$ cat src/rtl/vga_stream_pkg.sv
// Shared types and constants for the VGA-domain frame streaming path.
// Beat layout follows the Avalon-ST video packet: pixel plus packet delimiters.
package vga_stream_pkg;

  localparam int DEF_WIDTH    = 320;
  localparam int DEF_HEIGHT   = 240;
  localparam int PIX_W        = 12;
  localparam int DEF_ADDR_W   = 17;
  localparam int FRAME_PIXELS = DEF_WIDTH * DEF_HEIGHT;
  localparam int FIFO_DEPTH   = 3;

  typedef logic [PIX_W-1:0] pixel_t;

  typedef struct packed {
    pixel_t data;
    logic   sop;
    logic   eop;
  } beat_t;

  typedef enum logic [1:0] {ST_IDLE, ST_STREAM, ST_DRAIN} state_t;

  function automatic int cnt_w(input int n);
    return (n > 1) ? $clog2(n) : 1;
  endfunction

endpackage

$ cat src/rtl/stream_skid_fifo.sv
// Small circular skid FIFO of beats; head is visible combinationally, push lands next cycle.
// Never asserts back-pressure itself: the producer's credit rule keeps it from overflowing.
module stream_skid_fifo
  import vga_stream_pkg::*;
#(
  parameter  int DEPTH = FIFO_DEPTH,
  localparam int PW    = cnt_w(DEPTH),
  localparam int CW    = $clog2(DEPTH + 1)
) (
  input  logic          clk,
  input  logic          reset_n,
  input  logic          push,
  input  beat_t         push_beat,
  input  logic          pop,
  output beat_t         head,
  output logic [CW-1:0] count
);

  beat_t         mem [DEPTH];
  logic [PW-1:0] wr_ptr;
  logic [PW-1:0] rd_ptr;

  function automatic logic [PW-1:0] nxt(input logic [PW-1:0] p);
    return (p == PW'(DEPTH - 1)) ? '0 : p + 1'b1;
  endfunction

  // Storage is cleared too, so an empty FIFO presents an all-zero head.
  always_ff @(posedge clk) begin
    if (!reset_n) begin
      for (int i = 0; i < DEPTH; i++) mem[i] <= '0;
      wr_ptr <= '0;
      rd_ptr <= '0;
      count  <= '0;
    end else begin
      if (push) begin
        mem[wr_ptr] <= push_beat;
        wr_ptr      <= nxt(wr_ptr);
      end
      if (pop) rd_ptr <= nxt(rd_ptr);
      case ({push, pop})
        2'b10:   count <= count + 1'b1;
        2'b01:   count <= count - 1'b1;
        default: ;
      endcase
    end
  end

  assign head = mem[rd_ptr];

endmodule

$ cat src/rtl/frame_streamer.sv
// Raster-reads the frame buffer and emits it as an Avalon-ST packet; 2-cycle issue-to-valid latency.
// Sink back-pressure is absorbed by a 3-entry skid FIFO with credit-gated reads.
module frame_streamer
  import vga_stream_pkg::*;
#(
  parameter int WIDTH  = DEF_WIDTH,
  parameter int HEIGHT = DEF_HEIGHT,
  parameter int DATA_W = PIX_W,
  parameter int ADDR_W = DEF_ADDR_W
) (
  input  logic              clk,
  input  logic              reset_n,
  input  logic              enable,
  output logic [ADDR_W-1:0] rd_addr,
  input  logic [DATA_W-1:0] rd_data,
  output logic [DATA_W-1:0] src_data,
  output logic              src_valid,
  input  logic              src_ready,
  output logic              src_sop,
  output logic              src_eop,
  output logic              frame_done
);

  localparam int CW = cnt_w(WIDTH);
  localparam int RW = cnt_w(HEIGHT);
  localparam int QW = $clog2(FIFO_DEPTH + 1);

  state_t        state;
  logic [CW-1:0] col;
  logic [RW-1:0] row;
  logic          inflight;
  logic          sop_d;
  logic          eop_d;
  logic [QW-1:0] fifo_count;
  beat_t         head;
  beat_t         push_beat;
  logic          issue;
  logic          pop;
  logic          first_px;
  logic          last_px;

  assign first_px = (col == '0) && (row == '0);
  assign last_px  = (col == CW'(WIDTH - 1)) && (row == RW'(HEIGHT - 1));

  // Credit check uses only registered terms, so src_ready never reaches rd_addr combinationally.
  assign issue = (state == ST_STREAM) &&
                 ((int'(fifo_count) + int'(inflight)) < FIFO_DEPTH);

  assign src_valid = (fifo_count != '0);
  assign pop       = src_valid & src_ready;
  assign src_data  = DATA_W'(head.data);
  assign src_sop   = src_valid & head.sop;
  assign src_eop   = src_valid & head.eop;

  assign push_beat = '{data: pixel_t'(rd_data), sop: sop_d, eop: eop_d};

  always_ff @(posedge clk) begin
    if (!reset_n) begin
      state      <= ST_IDLE;
      rd_addr    <= '0;
      col        <= '0;
      row        <= '0;
      inflight   <= 1'b0;
      sop_d      <= 1'b0;
      eop_d      <= 1'b0;
      frame_done <= 1'b0;
    end else begin
      inflight   <= issue;
      sop_d      <= issue & first_px;
      eop_d      <= issue & last_px;
      frame_done <= pop & head.eop;

      if (issue) begin
        if (last_px) begin
          rd_addr <= '0;
          col     <= '0;
          row     <= '0;
        end else begin
          rd_addr <= rd_addr + 1'b1;
          if (col == CW'(WIDTH - 1)) begin
            col <= '0;
            row <= row + 1'b1;
          end else begin
            col <= col + 1'b1;
          end
        end
      end

      // enable only matters between frames: in IDLE and when the eop beat leaves.
      case (state)
        ST_IDLE:   if (enable) state <= ST_STREAM;
        ST_STREAM: if (issue && last_px) state <= ST_DRAIN;
        ST_DRAIN:  if (pop && head.eop) state <= enable ? ST_STREAM : ST_IDLE;
        default:   state <= ST_IDLE;
      endcase
    end
  end

  stream_skid_fifo #(.DEPTH(FIFO_DEPTH)) u_fifo (
    .clk       (clk),
    .reset_n   (reset_n),
    .push      (inflight),
    .push_beat (push_beat),
    .pop       (pop),
    .head      (head),
    .count     (fifo_count)
  );

endmodule

$ cat config.mk
export PLATFORM = sky130hd
export DESIGN_NAME = frame_streamer
export DESIGN_NICKNAME = d
export VERILOG_FILES = /design/src/rtl/vga_stream_pkg.sv /design/src/rtl/stream_skid_fifo.sv /design/src/rtl/frame_streamer.sv
export SDC_FILE = /design/constraint.sdc
export NUM_CORES = 1
export LEC_CHECK = 0
export ABC_AREA = 1
export BUFFER_PORTS_ARGS = -buffer_cell sky130_fd_sc_hd__buf_4
export CORE_UTILIZATION = 35
export CTS_BUF_LIST = sky130_fd_sc_hd__clkbuf_4 sky130_fd_sc_hd__clkbuf_8
export CTS_CLUSTER_DIAMETER = 100
export DETAILED_ROUTE_END_ITERATION = 16
export PLACE_DENSITY = 0.6
export SETUP_SLACK_MARGIN = 0.2
export SLEW_MARGIN = 20
export SYNTH_ARGS = -nofsm -noshare
export SYNTH_HDL_FRONTEND = slang
export SYNTH_SLANG_ARGS = --single-unit
$ cat constraint.sdc
create_clock -name clk -period 3.05 [get_ports clk]
set_input_delay 0.915 -clock clk [delete_from_list [all_inputs] [get_ports clk]]
set_output_delay 0.915 -clock clk [all_outputs]
set_load 0.005 [all_outputs]
; ---- Word level (Yosys, flattened, before mapping)
; Memories as Yosys holds them, arrays and structs flattened. A register that Yosys moved wholly into a read port is not among the register bits.
; Index checks and enable logic that the tools add are counted.
; Widths: inputs -> output; s select.
[word_totals]
ramBits = 42
output_inout_bits = 33
memories = 1
input_bits = 16
ff_bits = 46
[mem_list]
columns = name, words, width, read_ports, rd_clocked_by_memory_dff, wr, line_no
row1 = u_fifo.mem, 3, 14, 1, 1, 3, stream_skid_fifo.sv:19  ; beat_t mem [DEPTH];
[classes]
n_mux = 22
reduce_logical = 14
n_lt_le_gt_ge = 1
eq_ne = 11
n_addsub = 8
bitwise_logic = 6
[ops]
columns = cell, n
row1 = $mux 9, 2
row2 = $add 17x1->17 const B, 1
row3 = $mux 17, 1
row4 = $mux 2, 8
row5 = $mux 8, 2
row6 = $mux 14, 1
row7 = $reduce_or 14->1, 1
row8 = $add 9x1->9 const B, 1
row9 = $eq 9x9->1 const B, 1
row10 = $logic_not 9->1, 1
row11 = $add 8x1->8 const B, 1
row12 = $eq 2x2->1 const B, 4
row13 = $eq 8x8->1 const B, 1
row14 = $logic_not 8->1, 1
row15 = $add 2x1->2 const B, 3
row16 = $and 1x1->1, 6
row17 = $mux 1, 6
row18 = $pmux 2 s3, 1
row19 = $reduce_bool 2->1, 3
row20 = $logic_and 1x1->1, 5
row21 = $eq 2x1->1 const B, 2
row22 = $ne 2x2->1 const B, 2
row23 = $pmux 2 s2, 1
row24 = $add 2x1->3, 1
row25 = other kinds (6), 6

; ---- Logic depth before layout (Yosys ltp)
[depth]
ltp_word = 6
mapped_depth = 12

; ---- By module
; From an unflattened synthesis, not the netlist that was laid out.
[hier_totals]
cells_unflattened = 552
area_unflattened_um2 = 4799.6
[by_module_without_submodules]
columns = module, n_inst, area_each_um2, cells_per_inst
row1 = stream_skid_fifo, 1, 2693.8, 239
row2 = frame_streamer, 1, 2105.8, 313

; ---- Least setup slack after synthesis
; Ideal clock, no wire load.
[synth_path]
path_kind = input to register
startpoint = input port reset_n
endpoint = memory u_fifo.mem[3][0] (netlist name) (enable)
path_stages = 3
setup_ns = 0.403
arrival_ns = 2.145
required_ns = 2.647
slack_ns = 0.503
path_buffers = 1
cell_sequence = buf_2 > nand2_1 > nor3_1
[synth_lines]
columns = item, line_no
row1 = "start, declared", frame_streamer.sv:12  ; input logic reset_n,
row2 = "end, declared", stream_skid_fifo.sv:19

==> flow_summary_export.csv <==
group,metric,value,unit
outcome,status,"finished clean",
synth,syn_inst,550,
setup_path,start_kind,"register",
floorplan,num_io_pins,49,
setup_path,cp_slowest_cell,"dfxtp_1",
clock_tree,clock_sinks,104,
setup_path,reg2reg_to,"col[5]$_SDFFE_PN0P_",
sta,max_freq,374,MHz
floorplan,dieArea,0.0141,sq mm
detailed_routing,viasPerCell,4.74,
detailed_routing,first_iter_violations,200,
synth,synth_nets,574,
floorplan,core_area,0.0132,sq mm
final_layout,mostFrequentLayoutCells,"119 x nor2_1, 80 x nand2_1, 70 x inv_1",
setup_path,path_cells,"buf_4, inv_1, nor2_1, o21ai_0, a21oi_1, buf_4",
synth,syn_area,0.00475,sq mm
pwr,powerDensity,521,mW/mm^2
final_layout,nets,624,
setup_path,r2r-start,"u_fifo.count[0]$_SDFFE_PN0P_",
sta,finalSetupTns,0,ns
place,routabilityCongestion,0.851,
sta,fin_skew,0.0143,ns
final_layout,diodes,0,
detailed_routing,drt_wl_total,10100,um
detailed_routing,drc,0,
clock_tree,clk_pin_slew,0.10,ns
floorplan,die_h,119,um
final_layout,fin_area,0.00550,sq mm
clock_tree,cts_tree,"built",
grt,grt_max_degree,31,
clock_tree,cts_made_buffers,9,
synth,yosysSeqAreaShare,55.6,%
detailed_routing,postRouteAntennaNets,0,
final_layout,final_common_cell,"nor2_1",
setup_path,cp.depth,6,
setup_path,end_kind,"primary output",
setup_path,crit_path_frequent_cell,"buf_4",
clock_tree,post_cts_buffers,0,
pwr,power.leakage,0.00225,uW
setup_path,ff2ff_path_depth,12,
clock_tree,clk_latency,0.40,ns
clock_tree,ctsResizeCount,0,
floorplan,initial_core_util,35.9,%
setup_path,endpoint,"src_sop",
final_layout,drive_gt1_share,14.7,%
setup_path,r2r_setup_slack,0.96,ns
grt,grt_pass1_wl,16600,um
final_layout,n_fill_cell,1358,
setup_path,critical_path_class,"register to primary output",
synth,yosys.cell_types.count,32,
place,hpwl,6990,um
sta,worst_slew_pin_slew,0.741,ns
floorplan,rows,42,
synth,synth-seq-cells,104,
setup_path,path_max_fanout,15,
place,io_buffer_count,48,
clock_tree,clockBufferDepth,2,
grt,grt_pass1_vias,3592,
sta,rsz0062_at_grt,"false",
grt,antenna_found_initial,0,
final_layout,final_util,41.5,%
place,placed_area,0.00530,sq mm
sta,min_period,2.67,ns
detailed_routing,vias,3701,
detailed_routing,first_pass_iters,4,
clock_tree,cts_hold_buf,0,
job,cap_violations,0,
setup_path,crit_family,"buffers and inverters",
detailed_routing,avgRoutedWirePerCell,12.9,um
setup_path,cp_num_buf_inv,3,
grt,overflow,0,
setup_path,critPathMaxStageDelay,0.32,ns
synth,yosysWarnings,0,
sta,setup_ws,0.376,ns
setup_path,required,2.13,ns
sta,finalCritPeriodShare,87.7,%
sta,setup_violations,0,
worst_hold_path,hold_path_class,"register to register",
sta,maxSlewViolCount,0,
sta,maxSlewHeadroom,50.5,%
sta,hold_viol_final,0,
setup_path,critPathArrivalTime,1.76,ns
final_layout,area_growth,15.6,%
clock_tree,root_buffer,"clkbuf_8",
synth,syn_area_per_cell,8.64,sq um
place,pre_cts_ws,0.693,ns
pwr,peakVddDrop,0.237,mV
clock_tree,htreeDepth,3,
grt,gr-usage-all-layers,14.9,%
floorplan,die_width,119,um
==> worst reg2reg max path, delay by kind of cell (launching register included) <==
kind | cells | cell delay (ns)
buffers and inverters | 3 | 0.40
flip-flops | 1 | 0.37
adder cells (fa/ha/maj) | 2 | 0.46
AND/OR/NAND/NOR | 7 | 0.80
==> cell families after synthesis <==
kind of cell	Yosys count	synth area share, %
AOI/OAI and AO/OA	78	8.97
xor gates and xnor gates	7	1.29
adders and majority gates	8	2.11
buffers and inverters	90	7.87
DFF	104	55.6
and+or+nand+nor	263	24.2
==> power breakdown <==
| part | leakage (uW) | switching (uW) | total (uW) | internal (uW) |
|---|---|---|---|---|
| Clock | 0.0000968 | 492 | 884 | 392 |
| Sequential | 0.000948 | 25.7 | 1550 | 1520 |
| Combinational | 0.00121 | 251 | 432 | 181 |
| Total | 0.00225 | 769 | 2860 | 2090 |
==> final cells by class <==
cell class	instances	area (sq um)	area share (%)
well taps	176	220	4.01
clock inverters	6	66.3	1.21
flip-flops and latches	104	2640	48.1
repair buffers	56	420	7.65
inverters	73	274	4.98
clock buffers	10	131	2.39
multi-input cells	356	1740	31.7
==> flip-flops by register name (all words and copies together), names as in the netlist, named ones only <==
register       count
eop_d              1
u_fifo.wr_ptr      2
col                9
u_fifo.rd_ptr      2
state              2
u_fifo.mem        56
u_fifo.count       2
row                8
rd_addr           17
frame_done         1
sop_d              1
inflight           1
==> worst min path at each step <==
stage                           startpoint                    endpoint  slack (ns)  cells past startpoint
after floorplan           eop_d$_SDFF_PN0_  u_fifo.mem[3][0]$_DFFE_PP_        0.41                      0
after global placement    sop_d$_SDFF_PN0_  u_fifo.mem[3][1]$_DFFE_PP_        0.41                      0
after detailed placement  sop_d$_SDFF_PN0_  u_fifo.mem[3][1]$_DFFE_PP_        0.41                      0
after CTS                 sop_d$_SDFF_PN0_  u_fifo.mem[3][1]$_DFFE_PP_        0.44                      0
after global routing      eop_d$_SDFF_PN0_  u_fifo.mem[3][0]$_DFFE_PP_        0.47                      0
final                     sop_d$_SDFF_PN0_  u_fifo.mem[3][1]$_DFFE_PP_        0.44                      0
==> synthesized netlist by cell type <==
| cell type | instances | share of area [%] |
|---|---|---|
| nand3_4 | 1 | 0.37 |
| buf_2 | 5 | 0.53 |
| nor2_1 | 119 | 9.4 |
| o21bai_1 | 2 | 0.32 |
| dfxtp_1 | 48 | 20 |
| nor2_8 | 1 | 0.42 |
| a21oi_1 | 23 | 2.4 |
| o21ai_0 | 34 | 3.6 |
| nor4_1 | 2 | 0.26 |
| o22ai_1 | 13 | 1.7 |
| xor2_1 | 7 | 1.3 |
| nand2_4 | 1 | 0.24 |
| clkbuf_1 | 7 | 0.55 |
| inv_2 | 3 | 0.24 |
| nand3b_1 | 1 | 0.16 |
| ha_1 | 8 | 2.1 |
| o21ai_1 | 1 | 0.11 |
| o211a_1 | 1 | 0.21 |
| nor2_4 | 3 | 0.71 |
| o211ai_1 | 2 | 0.32 |
| nand4_1 | 9 | 1.2 |
| nor3b_1 | 1 | 0.16 |
| nand2_1 | 80 | 6.3 |
| buf_6 | 3 | 0.71 |
| buf_4 | 2 | 0.32 |
| nand3_1 | 24 | 2.5 |
| nor3_1 | 12 | 1.3 |
| a211oi_1 | 2 | 0.32 |
| nor2_2 | 7 | 0.92 |
| inv_1 | 70 | 5.5 |
| edfxtp_1 | 56 | 35 |
| and3_1 | 2 | 0.26 |
==> per-layer routing <==
| layer | wire length, um | GRT usage, % | vias to the layer above |
|---|---|---|---|
| met4 | 141 | 4.98 | 0 |
| met1 | 4400 | 16.9 | 1740 |
| met5 | 0 | 0 | - |
| li1 | - | - | 1899 |
| met2 | 5110 | 26.9 | 51 |
| met3 | 413 | 4.15 | 11 |
==> per-stage QoR <==
| step | cells | hold slack (ns) | power, uW |
|---|---|---|---|
| 2_1_floorplan | 550 | 0.408 | 1840 |
| 3_3_place_gp | 765 | 0.414 | 2010 |
| 3_5_place_dp | 765 | 0.415 | 2020 |
| 4_1_cts | 781 | 0.438 | 2890 |
| 5_1_grt | 781 | 0.467 | 2990 |
| 6_report | 781 | 0.438 | 2860 |
Power figures use the tool's default switching activity.
